<file path="src/rtl/conv_result_streamer.sv">
// Drains conv_result after done as a k/r/c-ordered valid/ready stream; first beat 3 cycles after done.
// Sink backpressure throttles reads so buffered plus in-flight elements never exceed the 2-entry FIFO.

module fifo #(
   parameter int W     = 8,
   parameter int DEPTH = 2
) (
   input  logic                         clk,
   input  logic                         rst,
   input  logic                         push,
   input  logic [W-1:0]                 din,
   input  logic                         pop,
   output logic [W-1:0]                 dout,
   output logic [$clog2(DEPTH+1)-1:0]   count,
   output logic                         empty
);
   localparam int PW = (DEPTH > 1) ? $clog2(DEPTH) : 1;
   localparam int CW = $clog2(DEPTH+1);

   logic [W-1:0]  mem [DEPTH];
   logic [PW-1:0] wp, rp;

   function automatic logic [PW-1:0] nxt(input logic [PW-1:0] p);
      return (p == PW'(DEPTH-1)) ? '0 : p + 1'b1;
   endfunction

   always_ff @(posedge clk or negedge rst) begin
      if (!rst) begin
         wp    <= '0;
         rp    <= '0;
         count <= '0;
         for (int i = 0; i < DEPTH; i++) mem[i] <= '0;
      end else begin
         if (push) begin
            mem[wp] <= din;
            wp      <= nxt(wp);
         end
         if (pop) rp <= nxt(rp);
         count <= count + CW'(push) - CW'(pop);
      end
   end

   assign dout  = mem[rp];
   assign empty = (count == '0);
endmodule

module conv_result_streamer #(
   parameter int KERNELS    = 3,
   parameter int OUT_ROWS   = 26,
   parameter int OUT_COLS   = 26,
   parameter int DATA_WIDTH = 32,
   localparam int KW = (KERNELS  > 1) ? $clog2(KERNELS)  : 1,
   localparam int RW = (OUT_ROWS > 1) ? $clog2(OUT_ROWS) : 1,
   localparam int CW = (OUT_COLS > 1) ? $clog2(OUT_COLS) : 1
) (
   input  logic                  clk,
   input  logic                  rst,
   input  logic                  done,
   output logic                  rd_en,
   output logic [KW-1:0]         rd_k,
   output logic [RW-1:0]         rd_r,
   output logic [CW-1:0]         rd_c,
   input  logic [DATA_WIDTH-1:0] rd_data,
   output logic                  m_valid,
   input  logic                  m_ready,
   output logic [DATA_WIDTH-1:0] m_data,
   output logic                  m_last,
   output logic                  busy,
   output logic                  finished
);
   typedef enum logic [1:0] {IDLE, RUN, HOLD} state_t;

   state_t              state, state_nxt;
   logic                issued_all;
   logic                inflight, inflight_last;
   logic                at_last, pop, head_last, empty;
   logic [1:0]          count;
   logic [2:0]          occ;
   logic [DATA_WIDTH:0] head;

   assign at_last = (rd_k == KW'(KERNELS-1)) && (rd_r == RW'(OUT_ROWS-1)) && (rd_c == CW'(OUT_COLS-1));

   always_ff @(posedge clk or negedge rst) begin
      if (!rst) state <= IDLE;
      else      state <= state_nxt;
   end

   always_comb begin
      state_nxt = state;
      case (state)
         IDLE:    if (done) state_nxt = RUN;
         RUN:     if (pop && head_last) state_nxt = HOLD;
         HOLD:    if (!done) state_nxt = IDLE;
         default: state_nxt = IDLE;
      endcase
   end

   // Occupancy counts the beat leaving this cycle as already gone, so a full-rate stream keeps reading.
   always_comb begin
      occ      = 3'(count) + 3'(inflight) - 3'(pop);
      busy     = (state == RUN);
      rd_en    = busy && !issued_all && (occ < 3'd2);
      finished = busy && pop && head_last;
   end

   always_ff @(posedge clk or negedge rst) begin
      if (!rst) begin
         rd_k       <= '0;
         rd_r       <= '0;
         rd_c       <= '0;
         issued_all <= 1'b0;
      end else if (state != RUN) begin
         rd_k       <= '0;
         rd_r       <= '0;
         rd_c       <= '0;
         issued_all <= 1'b0;
      end else if (rd_en) begin
         if (at_last) issued_all <= 1'b1;
         if (rd_c == CW'(OUT_COLS-1)) begin
            rd_c <= '0;
            if (rd_r == RW'(OUT_ROWS-1)) begin
               rd_r <= '0;
               rd_k <= rd_k + 1'b1;
            end else begin
               rd_r <= rd_r + 1'b1;
            end
         end else begin
            rd_c <= rd_c + 1'b1;
         end
      end
   end

   // rd_data lands one cycle after rd_en; the last flag travels alongside it.
   always_ff @(posedge clk or negedge rst) begin
      if (!rst) begin
         inflight      <= 1'b0;
         inflight_last <= 1'b0;
      end else begin
         inflight      <= rd_en;
         inflight_last <= rd_en && at_last;
      end
   end

   fifo #(.W(DATA_WIDTH+1), .DEPTH(2)) u_fifo (
      .clk   (clk),
      .rst   (rst),
      .push  (inflight),
      .din   ({inflight_last, rd_data}),
      .pop   (pop),
      .dout  (head),
      .count (count),
      .empty (empty)
   );

   assign m_valid   = !empty;
   assign pop       = m_valid && m_ready;
   assign head_last = head[DATA_WIDTH];
   assign m_last    = m_valid && head_last;
   assign m_data    = head[DATA_WIDTH-1:0];
endmodule
</file>
<file path="config.mk">
export PLATFORM = sky130hd
export DESIGN_NAME = conv_result_streamer
export DESIGN_NICKNAME = d
export VERILOG_FILES = /design/src/rtl/conv_result_streamer.sv
export SDC_FILE = /design/constraint.sdc
export NUM_CORES = 1
export LEC_CHECK = 0
export BUFFER_PORTS_ARGS = -buffer_cell sky130_fd_sc_hd__buf_2
export CAP_MARGIN = 20
export CORE_AREA = 5 5 89 91
export DETAILED_ROUTE_END_ITERATION = 12
export DIE_AREA = 0 0 94 96
export HOLD_SLACK_MARGIN = 0.15
export PLACE_DENSITY_LB_ADDON = 0.1
export SYNTH_ARGS = -nofsm -noshare
export SYNTH_HDL_FRONTEND = slang
export SYNTH_SLANG_ARGS = --single-unit
</file>
<file path="constraint.sdc">
create_clock -name clk -period 7.1 [get_ports clk]
set_input_delay 2.13 -clock clk [delete_from_list [all_inputs] [get_ports clk]]
set_output_delay 2.13 -clock clk [all_outputs]
set_load 0.01 [all_outputs]
</file>
# Word-level counts from Yosys, hierarchy flattened
# Cells that the tools add are included.
[totals]
ff_bits = 87
latchBits = 0
ram_bits = 0
romBits = 0
in_bits = 36
out_inout_bits = 49
word_cells = 85
memories = 0
[op_classes]
n_addsub = 9
mul = 0
div = 0
n_lt_le_gt_ge = 4
eq_ne = 9
shifts = 0
n_mux = 26
n_bitwise = 2
n_reduce_logical = 23
[op_table]
columns = ["operator", "n"]
rows = [
  ["two-way mux 33 bit", 4],
  ["bitwise mux 66 bit", 1],
  ["two-way mux 5 bit", 7],
  ["demux 33 bit (select 1 bit)", 1],
  ["two-way mux 2 bit", 7],
  ["logical AND 1 bit", 11],
  ["adder 5 x 1 -> 5 bit, second input constant", 2],
  ["== test 5 bit, second input constant", 2],
  ["nonzero test 2 bit", 4],
  ["case mux 2 bit (3 select lines)", 1],
  ["AND reduction 3 bit", 2],
  ["two-way mux 1 bit", 5],
  ["== test 2 bit, second input constant", 2],
  ["greater-or-equal comparator 2 bit, second input constant", 2],
  ["logical NOT 2 bit", 2],
  ["inequality test 2 x 1 -> 1 bit, second input constant", 2],
  ["inequality test 2 bit, second input constant", 2],
  ["inverter 1 -> 2 bit", 2],
  ["AND reduction 2 bit", 2],
  ["adder 2 x 1 -> 3 bit", 1],
  ["less-than comparator 3 x 2 -> 1 bit, second input constant", 1],
  ["subtractor 3 x 1 -> 3 bit", 1],
  ["adder 1 bit, second input constant", 2],
  ["adder 2 x 1 -> 2 bit", 1],
  ["other kinds (5)", 6],
]

# Depth between registers and ports, before layout
[depth]
word_depth = 8
depth_mapped = 10
ltp_nobuf = 10

# Cells and area by module
# A second synthesis with hierarchy kept.
[unflattened]
hier_cells = 283
area_unflattened_um2 = 4157.7
[by_module_without_submodules]
columns = ["module", "instances", "cells_per_inst", "area_per_inst_um2", "seq_area_each_um2"]
rows = [
  ["fifo", 1, 191, 3214.3, 1751.7],
  ["conv_result_streamer", 1, 92, 943.4, 425.4],
]

# Worst setup path before layout
# OpenSTA, ideal clock, no wires.
[synth_timing]
kind = "in2out"
from = "input port m_ready"
to = "output port rd_en"
arrival_time_ns = 3.595
required_ns = 4.970
path_slack_ns = 1.375
stages = 7
n_path_buf = 0
cell_sequence = "nand3_1 > o21ai_0 > ha_1 > fa_1 > nor4b_4 > nand2_4 > inv_1"
[synth_between]
elab_chain_len = 4
[synth_rtl]
columns = ["element", "line_no", "rtl"]
rows = [
  ["start, declared", "65", "input logic m_ready,"],
  ["logical AND 1 bit", "156", "assign pop = m_valid && m_ready;"],
  ["subtractor 3 x 1 -> 3 bit", "100", "occ = 3'(count) + 3'(inflight) - 3'(pop);"],
  ["named net occ[1]", "78", "logic [2:0] occ;"],
  ["less-than comparator 3 x 2 -> 1 bit", "102", "rd_en = busy && !issued_all && (occ < 3'd2);"],
  ["logical AND 1 bit", "102", ""],
  ["end, declared", "59", "output logic rd_en,"],
]
# The timed path passes the listed nets, and every way through them passes these cells.

# Worst setup path after layout
# Ends and elaborated chain as after synthesis.

==> impl_metrics.tcl <==
set metrics [dict create \
    critical_path.startpoint_type "input port" \
    gate_family_responsible_for_the_most_delay_along_the_worst_path "adder cells" \
    yosys.cell_count.top_type "sky130_fd_sc_hd__mux2_2" \
    critical-path-max-stage-delay_ns 0.49 \
    fin_nets 406 \
    routed-via-count 2420 \
    yosysWarnings 0 \
    detail_route.first_pass.iterations 4 \
    max_freq_ghz 0.165 \
    critical_path.cell_chain "buf_2 -> nand3_1 -> o21ai_0 -> ha_1 -> fa_1 -> nor4b_4 -> nand2_4 -> inv_1 -> buf_2" \
    post_cts_resized 0 \
    synth-edff-count 0 \
    syn-num-nets 319 \
    max_cap_violations 0 \
    fp.dieArea_um2 9020 \
    cts_root_buffer "sky130_fd_sc_hd__clkbuf_8" \
    final_critical_path_setup_slack_ns 1.04 \
    drt-wirelength-per-cell_um 15.5 \
    syn_inst 276 \
    syn_to_final_growth_pct 19.4 \
    power.density_cell_area_nw_per_um2 458 \
    grt_pass1_wl_um 12000 \
    synth_top_area_share_pct 55.8 \
    design_power_total_w 0.00213 \
    timing.final.max_slew_violations 0 \
    clock_latency_ns 0.34 \
    grt_pass1_vias 2415 \
    yosys_most_used_dff "sky130_fd_sc_hd__dfrtp_1" \
    stdcell_count 467 \
    status "completed" \
    hold_class "reg -> reg" \
    cts_hold_buf 0 \
    pin_count_of_the_biggest_net_entering_global_routing 88 \
    ant_nets 0 \
    setup_viol_count_final 0 \
    synth_cell_type_count 35 \
    initial_core_util_pct 55.3 \
    numCtsBuffers 9 \
    post_cts_buffers 0 \
    post_synth_most_frequent_cells "98 x sky130_fd_sc_hd__mux2_2, 87 x sky130_fd_sc_hd__dfrtp_1, 14 x sky130_fd_sc_hd__nand3_1" \
    clock_tree_from_tritoncts "done" \
    dp_hpwl_um 4930 \
    crit_path_frequent_cell "sky130_fd_sc_hd__buf_2" \
    die-width_um 94 \
    tritoncts_num_sinks 87 \
    critical_path_buf_inv_count 3 \
    grt.total_usage_pct 17.2 \
    dp_cells 450 \
    placementRows 31 \
    netlist_top_cells_area "sky130_fd_sc_hd__dfrtp_1 56%, sky130_fd_sc_hd__mux2_2 28%, sky130_fd_sc_hd__ha_1 1.9%, sky130_fd_sc_hd__nand3_1 1.8%, sky130_fd_sc_hd__buf_2 1.4%" \
    post-place-ws_ns 1.02 \
    antenna-diode-count 0 \
    overflow 0 \
    cpMaxStageDelayCell "sky130_fd_sc_hd__fa_1" \
    worst_setup_path_end_kind "output port" \
    synth.ff_latch_count 87 \
    power.leakage_nw 2.19 \
    synth.yosys.seq_area_share_pct 55.8 \
    synth-async-reset-ratio_pct 100 \
    finalWirelength_um 7260 \
    finalClockSkew_ns 0.00648 \
    worst-setup-path-type "in -> out" \
    post_synth.cell_area_avg_um2 14.1 \
    timing.final.crit_period_ns 6.06 \
    detail_route.iter0.violations 57 \
    worst_ep_arrival_time_ns 3.93 \
    place_congestion 0.800 \
    proportion_of_layout_cells_with_a_drive_suffix_above_1_pct 57.1 \
    tns_ns 0 \
    placement.io_buffers 84 \
    die_height_um 96 \
    clock_path_buffers 2 \
    path_max_fanout 7 \
    synth_largest_area_cell "sky130_fd_sc_hd__dfrtp_1" \
    via_per_inst 5.18 \
    number_of_antenna_violations_at_the_first_check_in_global_routing 0 \
    coreArea_um2 7060 \
    timing_worst_slew_pin_value_ns 0.975 \
    irDropWorstVdd_mv 0.262 \
    rsz0062_at_grt "no" \
    remaining_routing_drc_violations 0 \
    post_synth_instance_area_um2 3900 \
    final_min_period_over_clock_period_pct 85.3 \
    crit_required_ns 4.97 \
    cts_max_level 3 \
    floorplan.io_pins 85 \
    clkTransAtPathRegs_ns 0.08 \
    timing.max_slew.rel_slack_pct 34.9 \
    final_report_hold_violation_count 0 \
]
report_power, final:
part,internal [W],switching (W)
sequential,0.000715,0.000123
combinational,0.000507,0.000421
clock,0.000196,0.000170
total,0.00142,0.000714
worst paths after layout:
kind | from | end | slack [ns] | cells past startpoint
hold reg to reg | u_fifo.mem[2] | u_fifo.mem[2] | 0.51 | 1
hold / removal | u_fifo.mem[2] | u_fifo.mem[2] | 0.51 | 1
min in group asynchronous | rst | u_fifo.mem[12] | 1.72 | 1
setup reg to reg | u_fifo.count[1] | rd_k[1] | 4.68 | 8
max in group asynchronous | rst | u_fifo.mem[58] | 4.78 | 2
setup / recovery | m_ready | rd_en | 1.04 | 9
kinds of logic (layout without fill, tap and decap cells):
group,Yosys count,after routing,synth area share [%]
AO/OA/AOI/OAI,16,16,2.73
flip-flops,87,87,55.8
buffers and inverters,19,111,2.18
XOR/XNOR,6,6,1.35
multiplexers,101,101,29.0
adder cells (fa/ha/maj),7,7,2.44
AND/OR/NAND/NOR,40,40,6.48
cell type report:
type	count	area, um^2
clock buffer	9	124
clock inverter	7	87.6
fill	560	2400
inverter	7	26.3
multi-input combinational	170	1650
sequential	87	2180
tap	99	124
timing repair buffer	88	473
placed cells by master (no fill, tap or decap), types with 2 or more instances in the layout:
cell                        instances
sky130_fd_sc_hd__mux2_2            98
sky130_fd_sc_hd__dfrtp_1           87
sky130_fd_sc_hd__buf_2             83
sky130_fd_sc_hd__nand3_1           14
sky130_fd_sc_hd__nand2_1           11
sky130_fd_sc_hd__clkbuf_8           9
sky130_fd_sc_hd__inv_1              7
sky130_fd_sc_hd__o21ai_0            6
sky130_fd_sc_hd__ha_1               6
sky130_fd_sc_hd__xor2_1             5
sky130_fd_sc_hd__clkinv_2           4
sky130_fd_sc_hd__buf_4              4
sky130_fd_sc_hd__mux2i_1            3
sky130_fd_sc_hd__nand4b_1           2
sky130_fd_sc_hd__o31ai_1            2
sky130_fd_sc_hd__bufinv_16          2
routing by layer:
metal  global-route usage [%]  up-vias  part of all wire [%]
li1                         -     1164                     -
met1                     23.5     1195                    47
met2                     27.2       53                    47
met3                     3.75        8                   4.7
met4                     6.50        0                   1.3
met5                        0        -                     0
per-stage QoR:
stage	util (%)	hold WS [ns]	instance area, um^2
finish	66.0	0.506	4660
global route	66.0	0.514	4660
CTS	65.6	0.509	4630
detailed placement	62.6	0.489	4420
global placement	62.6	0.481	4420
floorplan	-	0.463	3900
worst register-to-register path: cells and delay by family, from the launching register on:
kind                     cells  cell delay, ns
AND/OR/NAND/NOR              4            0.93
multiplexers                 1            0.21
AO/OA/AOI/OAI                1            0.11
adder cells (fa/ha/maj)      2            0.69
flip-flops                   1            0.41
registers in the layout (all words and copies together), names as in the netlist, 2 cells and up:
signal / flops
u_fifo.mem: 66
rd_c: 5
rd_r: 5
rd_k: 2
state: 2
u_fifo.count: 2
Power figures use the tool's default switching activity.
